<file path="config.mk">
export PLATFORM = sky130hd
export DESIGN_NAME = serial_subtractor_nbit_flat
export DESIGN_NICKNAME = d
export VERILOG_FILES = /design/src/rtl/sub_pkg.sv /design/src/rtl/serial_subtractor_nbit_if.sv /design/src/rtl/adder_1bit.sv /design/src/rtl/serial_subtractor_nbit.sv /design/src/flat_wrapper.sv
export SDC_FILE = /design/constraint.sdc
export NUM_CORES = 1
export LEC_CHECK = 0
export CORE_MARGIN = 1.5
export CORE_UTILIZATION = 34
export CTS_CLUSTER_SIZE = 16
export DETAILED_ROUTE_END_ITERATION = 10
export GPL_TIMING_DRIVEN = 0
export MAX_ROUTING_LAYER = met4
export SYNTH_ARGS = -nofsm -noshare
export SYNTH_HDL_FRONTEND = slang
export SYNTH_HIERARCHICAL = 1
export SYNTH_SLANG_ARGS = --single-unit
</file>
<file path="constraint.sdc">
create_clock -name clk -period 1.5 [get_ports clk]
set_clock_uncertainty 0.1 [all_clocks]
set_input_delay 0.15 -clock clk [delete_from_list [all_inputs] [get_ports clk]]
set_output_delay 0.15 -clock clk [all_outputs]
set_load 0.03 [all_outputs]
</file>
<file path="src/rtl/sub_pkg.sv">
// rtl/sub_pkg.sv - state encoding and sizing helper for the bit-serial subtractor
package sub_pkg;

  localparam logic [1:0] IDLE_ENC  = 2'd0;
  localparam logic [1:0] SHIFT_ENC = 2'd1;
  localparam logic [1:0] DONE_ENC  = 2'd2;

  typedef enum logic [1:0] {
    IDLE  = IDLE_ENC,
    SHIFT = SHIFT_ENC,
    DONE  = DONE_ENC
  } state_t;

  function automatic int count_width(input int width);
    int w;
    w = $clog2(width + 1);
    return (w < 1) ? 1 : w;
  endfunction

endpackage

</file>
<file path="src/rtl/serial_subtractor_nbit_if.sv">
// rtl/serial_subtractor_nbit_if.sv - start/busy/done operand and result bundle
interface serial_subtractor_nbit_if #(
  parameter int BIT_WIDTH = 4
);

  logic                 start;
  logic [BIT_WIDTH-1:0] a;
  logic [BIT_WIDTH-1:0] b;
  logic                 busy;
  logic                 done;
  logic [BIT_WIDTH-1:0] difference;
  logic                 borrow;
  logic                 overflow;

  modport master (
    output start, a, b,
    input  busy, done, difference, borrow, overflow
  );

  modport slave (
    input  start, a, b,
    output busy, done, difference, borrow, overflow
  );

endinterface

</file>
<file path="src/rtl/adder_1bit.sv">
// rtl/adder_1bit.sv - single full-adder cell
module adder_1bit (
  input  logic a,
  input  logic b,
  input  logic cin,
  output logic sum,
  output logic cout
);

  assign sum  = a ^ b ^ cin;
  assign cout = (a & b) | (a & cin) | (b & cin);

endmodule

</file>
<file path="src/rtl/serial_subtractor_nbit.sv">
// rtl/serial_subtractor_nbit.sv - bit-serial a - b, LSB first, one full adder on a + ~b + 1
module serial_subtractor_nbit
  import sub_pkg::*;
#(
  parameter int BIT_WIDTH = 4
) (
  input  logic                      clk,
  input  logic                      rst,
  serial_subtractor_nbit_if.slave   bus
);

  localparam int              CW   = count_width(BIT_WIDTH);
  localparam logic [CW-1:0]   LAST = CW'(BIT_WIDTH - 1);

  state_t               state;
  logic [BIT_WIDTH-1:0] a_reg;
  logic [BIT_WIDTH-1:0] b_reg;
  logic [BIT_WIDTH-1:0] res_reg;
  logic [BIT_WIDTH-1:0] res_next;
  logic [BIT_WIDTH-1:0] difference_r;
  logic [CW-1:0]        count;
  logic                 carry;
  logic                 a_msb;
  logic                 b_msb;
  logic                 borrow_r;
  logic                 overflow_r;
  logic                 sum;
  logic                 cout;

  adder_1bit u_adder (
    .a    (a_reg[0]),
    .b    (~b_reg[0]),
    .cin  (carry),
    .sum  (sum),
    .cout (cout)
  );

  // Sum enters at the MSB so after BIT_WIDTH shifts the LSB has reached bit 0.
  generate
    if (BIT_WIDTH == 1) begin : g_res_one
      assign res_next = sum;
    end else begin : g_res_wide
      assign res_next = {sum, res_reg[BIT_WIDTH-1:1]};
    end
  endgenerate

  always_ff @(posedge clk) begin
    if (rst) begin
      state        <= IDLE;
      a_reg        <= '0;
      b_reg        <= '0;
      res_reg      <= '0;
      count        <= '0;
      carry        <= 1'b0;
      a_msb        <= 1'b0;
      b_msb        <= 1'b0;
      difference_r <= '0;
      borrow_r     <= 1'b0;
      overflow_r   <= 1'b0;
    end else begin
      case (state)
        IDLE: begin
          if (bus.start) begin
            a_reg <= bus.a;
            b_reg <= bus.b;
            carry <= 1'b1;
            count <= '0;
            a_msb <= bus.a[BIT_WIDTH-1];
            b_msb <= bus.b[BIT_WIDTH-1];
            state <= SHIFT;
          end
        end
        SHIFT: begin
          res_reg <= res_next;
          a_reg   <= a_reg >> 1;
          b_reg   <= b_reg >> 1;
          carry   <= cout;
          count   <= count + CW'(1);
          // Results are published only here so they hold steady between operations.
          if (count == LAST) begin
            state        <= DONE;
            difference_r <= res_next;
            borrow_r     <= ~cout;
            overflow_r   <= (a_msb ^ b_msb) & (res_next[BIT_WIDTH-1] ^ a_msb);
          end
        end
        DONE:    state <= IDLE;
        default: state <= IDLE;
      endcase
    end
  end

  assign bus.busy       = (state == SHIFT);
  assign bus.done       = (state == DONE);
  assign bus.difference = difference_r;
  assign bus.borrow     = borrow_r;
  assign bus.overflow   = overflow_r;

endmodule
</file>
<file path="src/flat_wrapper.sv">
// flat-port wrapper written by rule: the top's interface ports become plain ports
module serial_subtractor_nbit_flat import sub_pkg::*;
#(
  parameter int BIT_WIDTH = 4
)
  (clk, rst, bus_start, bus_a, bus_b, bus_busy, bus_done, bus_difference, bus_borrow, bus_overflow);
  serial_subtractor_nbit_if #(.BIT_WIDTH(BIT_WIDTH)) bus_i ();
  input  logic clk;
  input  logic rst;
  input wire logic [$bits(bus_i.start)-1:0] bus_start;
  input wire logic [$bits(bus_i.a)-1:0] bus_a;
  input wire logic [$bits(bus_i.b)-1:0] bus_b;
  output wire logic [$bits(bus_i.busy)-1:0] bus_busy;
  output wire logic [$bits(bus_i.done)-1:0] bus_done;
  output wire logic [$bits(bus_i.difference)-1:0] bus_difference;
  output wire logic [$bits(bus_i.borrow)-1:0] bus_borrow;
  output wire logic [$bits(bus_i.overflow)-1:0] bus_overflow;
  assign bus_i.start = bus_start;
  assign bus_i.a = bus_a;
  assign bus_i.b = bus_b;
  assign bus_busy = bus_i.busy;
  assign bus_done = bus_i.done;
  assign bus_difference = bus_i.difference;
  assign bus_borrow = bus_i.borrow;
  assign bus_overflow = bus_i.overflow;
  serial_subtractor_nbit #(.BIT_WIDTH(BIT_WIDTH)) u_core (.clk(clk), .rst(rst), .bus(bus_i));
endmodule
</file>
==> results of run 1 <==
## metal layers
layer | vias to the layer above | track usage
met5 | - | -
met3 | 4 | 0.0192
met2 | 9 | 0.222
met1 | 425 | 0.181
met4 | 0 | 0.0667
li1 | 433 | -
## cells in the mapped netlist
cell type	count
fa_1	1
a21oi_1	9
ha_1	2
nand2b_4	1
nand3_1	3
a211oi_2	6
buf_2	1
inv_1	3
buf_1	2
nor3_1	2
nand2_1	9
nor3b_2	1
nor2_1	16
mux2i_1	10
o21bai_1	1
nor2b_1	1
buf_6	2
inv_4	1
a211oi_1	2
nand3b_1	1
a22oi_1	3
nor2_2	2
a311oi_2	1
dfxtp_1	25
nand3b_4	1
clkbuf_1	1
buf_12	1
o21ba_4	1
a2bb2oi_1	1
## power groups by stage
stage / Combinational, mW / Clock (mW) / Sequential, mW
global route: 0.271 / 0.341 / 0.726
global placement: 0.209 / 0 / 0.735
detailed placement: 0.215 / 0 / 0.736
finish: 0.247 / 0.300 / 0.722
CTS: 0.220 / 0.314 / 0.720
floorplan: 0.151 / 0 / 0.732
## per-stage QoR
stage	area [µm²]	power [mW]	util	instances	setup slack, ns
CTS	1380	1.25	0.448	175	0.000873
global route	1440	1.34	0.469	180	-0.0426
global placement	1340	0.944	0.437	171	-0.189
detailed placement	1340	0.951	0.437	171	-0.214
floorplan	1120	0.883	-	110	0.0556
finish	1440	1.27	0.469	180	0.0401
## critical path: cells and delay by family, from the launching register on
| family | cells | cell delay [ns] |
|---|---|---|
| adders and majority gates | 1 | 0.57 |
| DFF | 1 | 0.36 |
| AOI/OAI and AO/OA | 2 | 0.21 |
| buffers and inverters | 1 | 0.04 |
| and+or+nand+nor | 1 | 0.06 |
## kinds of logic (layout without fill, tap and decap cells)
kind of cell / Yosys count / after routing / synth area share
buf+inv: 11 / 37 / 0.0682
fa+ha+maj: 3 / 3 / 0.0403
compound gates: 24 / 24 / 0.183
flops: 25 / 25 / 0.447
simple gates: 37 / 37 / 0.171
mux: 10 / 10 / 0.0895
## final timing paths
path / startpoint / to / cells after the start
setup / recovery: u_core/b_reg[0]$_SDFFE_PP0P_ / u_core/bus.overflow$_SDFFE_PP0P_ / 5
hold / removal: u_core/bus.difference[2]$_SDFFE_PP0P_ / u_core/bus.difference[2]$_SDFFE_PP0P_ / 2
setup reg to reg: u_core/b_reg[0]$_SDFFE_PP0P_ / u_core/bus.overflow$_SDFFE_PP0P_ / 5
hold reg to reg: u_core/bus.difference[2]$_SDFFE_PP0P_ / u_core/bus.difference[2]$_SDFFE_PP0P_ / 2
## area by class of cell
class / count / area (µm²) / area share
Timing Repair Buffer: 23 / 206 / 0.143
Clock buffer: 4 / 26.3 / 0.0182
Inverter: 4 / 17.5 / 0.0121
Multi-Input combinational cell: 74 / 568 / 0.394
Buffer: 6 / 58.8 / 0.0408
Tap cell: 44 / 55.1 / 0.0382
Sequential cell: 25 / 510 / 0.354
## what timing repair did
action | CTS | global route
hold buffers | 1 | 0
buffers inserted | 0 | 5
setup endpoints to repair | 15 | 3
hold endpoints to repair | 4 | 0
resized for setup | 24 | 8
pin swaps | 1 | 4
==> results.md, run 1 <==
* Crit path required time at 1.60 ns
* Root Buffer: clkbuf_4
* Routed wl met2 at 1.13 mm
* Vias/cell at 4.84
* GRT Util Overall at 0.142
* Initial antenna violation count at 0
* Slew @ Worst Pin at 0.600 ns
* Startpoint types: flop
* DRT met1 WL at 1.06 mm
* Final Hold Viols at 0
* Final #Nets at 151
* Post-synth net total at 124
* Sequential share of power at 0.569
* Area grow syn2layout at 29.0%
* Placer's final routability congestion estimate at 0.701
* Synth area leaders: dfxtp_1, mux2i_1, a211oi_2
* Sw Pwr at 0.340 mW
* RSZ-0062 raised after global routing: yes
* Commonest cells after routing, fill and taps aside: dfxtp_1, nor2_1, mux2i_1
* Clk_lat worst skew at 0.32 ns
* Most common cell after layout, fill and taps aside: dfxtp_1
* Routed vias at 871
* WL met3 at 57 µm
* Clock transition at path regs at 0.13 ns
* Switch share at 0.268
* Port Buf Inserts at 17
* Ys Warns at 6
* Final setup viols at 0
* Synthesized instance count at 110
* Layout cell share with drive strength beyond 1 at 0.279
* Delay of the slowest critical-path stage at 0.57 ns
* Sequential area share after synthesis at 0.447
* CTS tree: done
* Die Width at 60.4 µm
* H-tree depth at 1
* Crit share post-route at 0.973
* Final hold slack at 0.363 ns
* Minimum clock period at 1.46 ns
* Area leader, netlist: dfxtp_1
* Synth Register Bits at 25
* Worst hold path class: flop to flop
* Vias in the first global route at 834
* Diode count at 0
* Fmax at 685 MHz
* Critical path class: flop to flop
* Max Buffers Root-to-Sink at 2
* Die area at 0.00364 mm²
* Avg Inst Size Synth at 10.2 µm²
* Core area at 0.00308 mm²
* Crit-path cells: inv_2 > fa_2 > nor2_2 > a21oi_2 > a211oi_2
* Synth top area share at 0.447
* Max layer used: met4
* Comb pwr share at 0.194
* Largest net degree at the start of global routing at 14
* Final wirelength at 2.29 mm
* Core Rows at 20
* # fillers at 306
* Drt first pass iters at 4
* Detailed Place HPWL at 1.61 mm
* Setup TNS at 0 ns
* Die H at 60.4 µm
* Clock power frac at 0.237
* Initial Util at 0.363
* Int Pwr at 0.929 mW
* Outcome: complete, no violations
* Max VDD drop at 401 µV
* # IOs at 19
* LEAKAGE at 0.589 nW
* CP Max Fanout at 3
* Num CTS Buffers at 3
* DR WL/cell at 12.7 µm
* DR iter-0 viols at 10
* Routed Antenna Nets at 0
* Grt ovf at 0
* Synth cell types at 29
* Clk sinks at 25
* Max Slew Vio Count at 0
* Slack of the worst reg-to-reg path at 0.04 ns
* Synthesized area at 0.00112 mm²
* Critical path's slowest cell: fa_2
* Global-route wire length before repair at 3.65 mm
* WP data arrival at 1.56 ns
* Max Cap Violations at 0
* Slew HR at 0.600
* CP endpoint kind: flop
* Pwr per Cell Area at 879 mW/mm²
* # DRC at 0
(Power assumes the default switching activity.)
==> run 2, diff against run 1 <==
--- a/config.mk
+++ b/config.mk
@@ -5,6 +5,7 @@
 export SDC_FILE = /design/constraint.sdc
 export NUM_CORES = 1
 export LEC_CHECK = 0
+export ABC_CLOCK_PERIOD_IN_PS = 1500
 export CORE_MARGIN = 1.5
 export CORE_UTILIZATION = 34
 export CTS_CLUSTER_SIZE = 16
==> results of run 2 <==
Final layout, timing and power as in run 1 (identical DEF).
==> run 3, diff against run 2 <==
--- a/config.mk
+++ b/config.mk
@@ -6,9 +6,10 @@
 export NUM_CORES = 1
 export LEC_CHECK = 0
 export ABC_CLOCK_PERIOD_IN_PS = 1500
+export CAP_MARGIN = 20
 export CORE_MARGIN = 1.5
 export CORE_UTILIZATION = 34
-export CTS_CLUSTER_SIZE = 16
+export CTS_CLUSTER_DIAMETER = 200
 export DETAILED_ROUTE_END_ITERATION = 10
 export GPL_TIMING_DRIVEN = 0
 export MAX_ROUTING_LAYER = met4
==> results of run 3 <==
Final layout, timing and power as in run 1 (identical DEF).
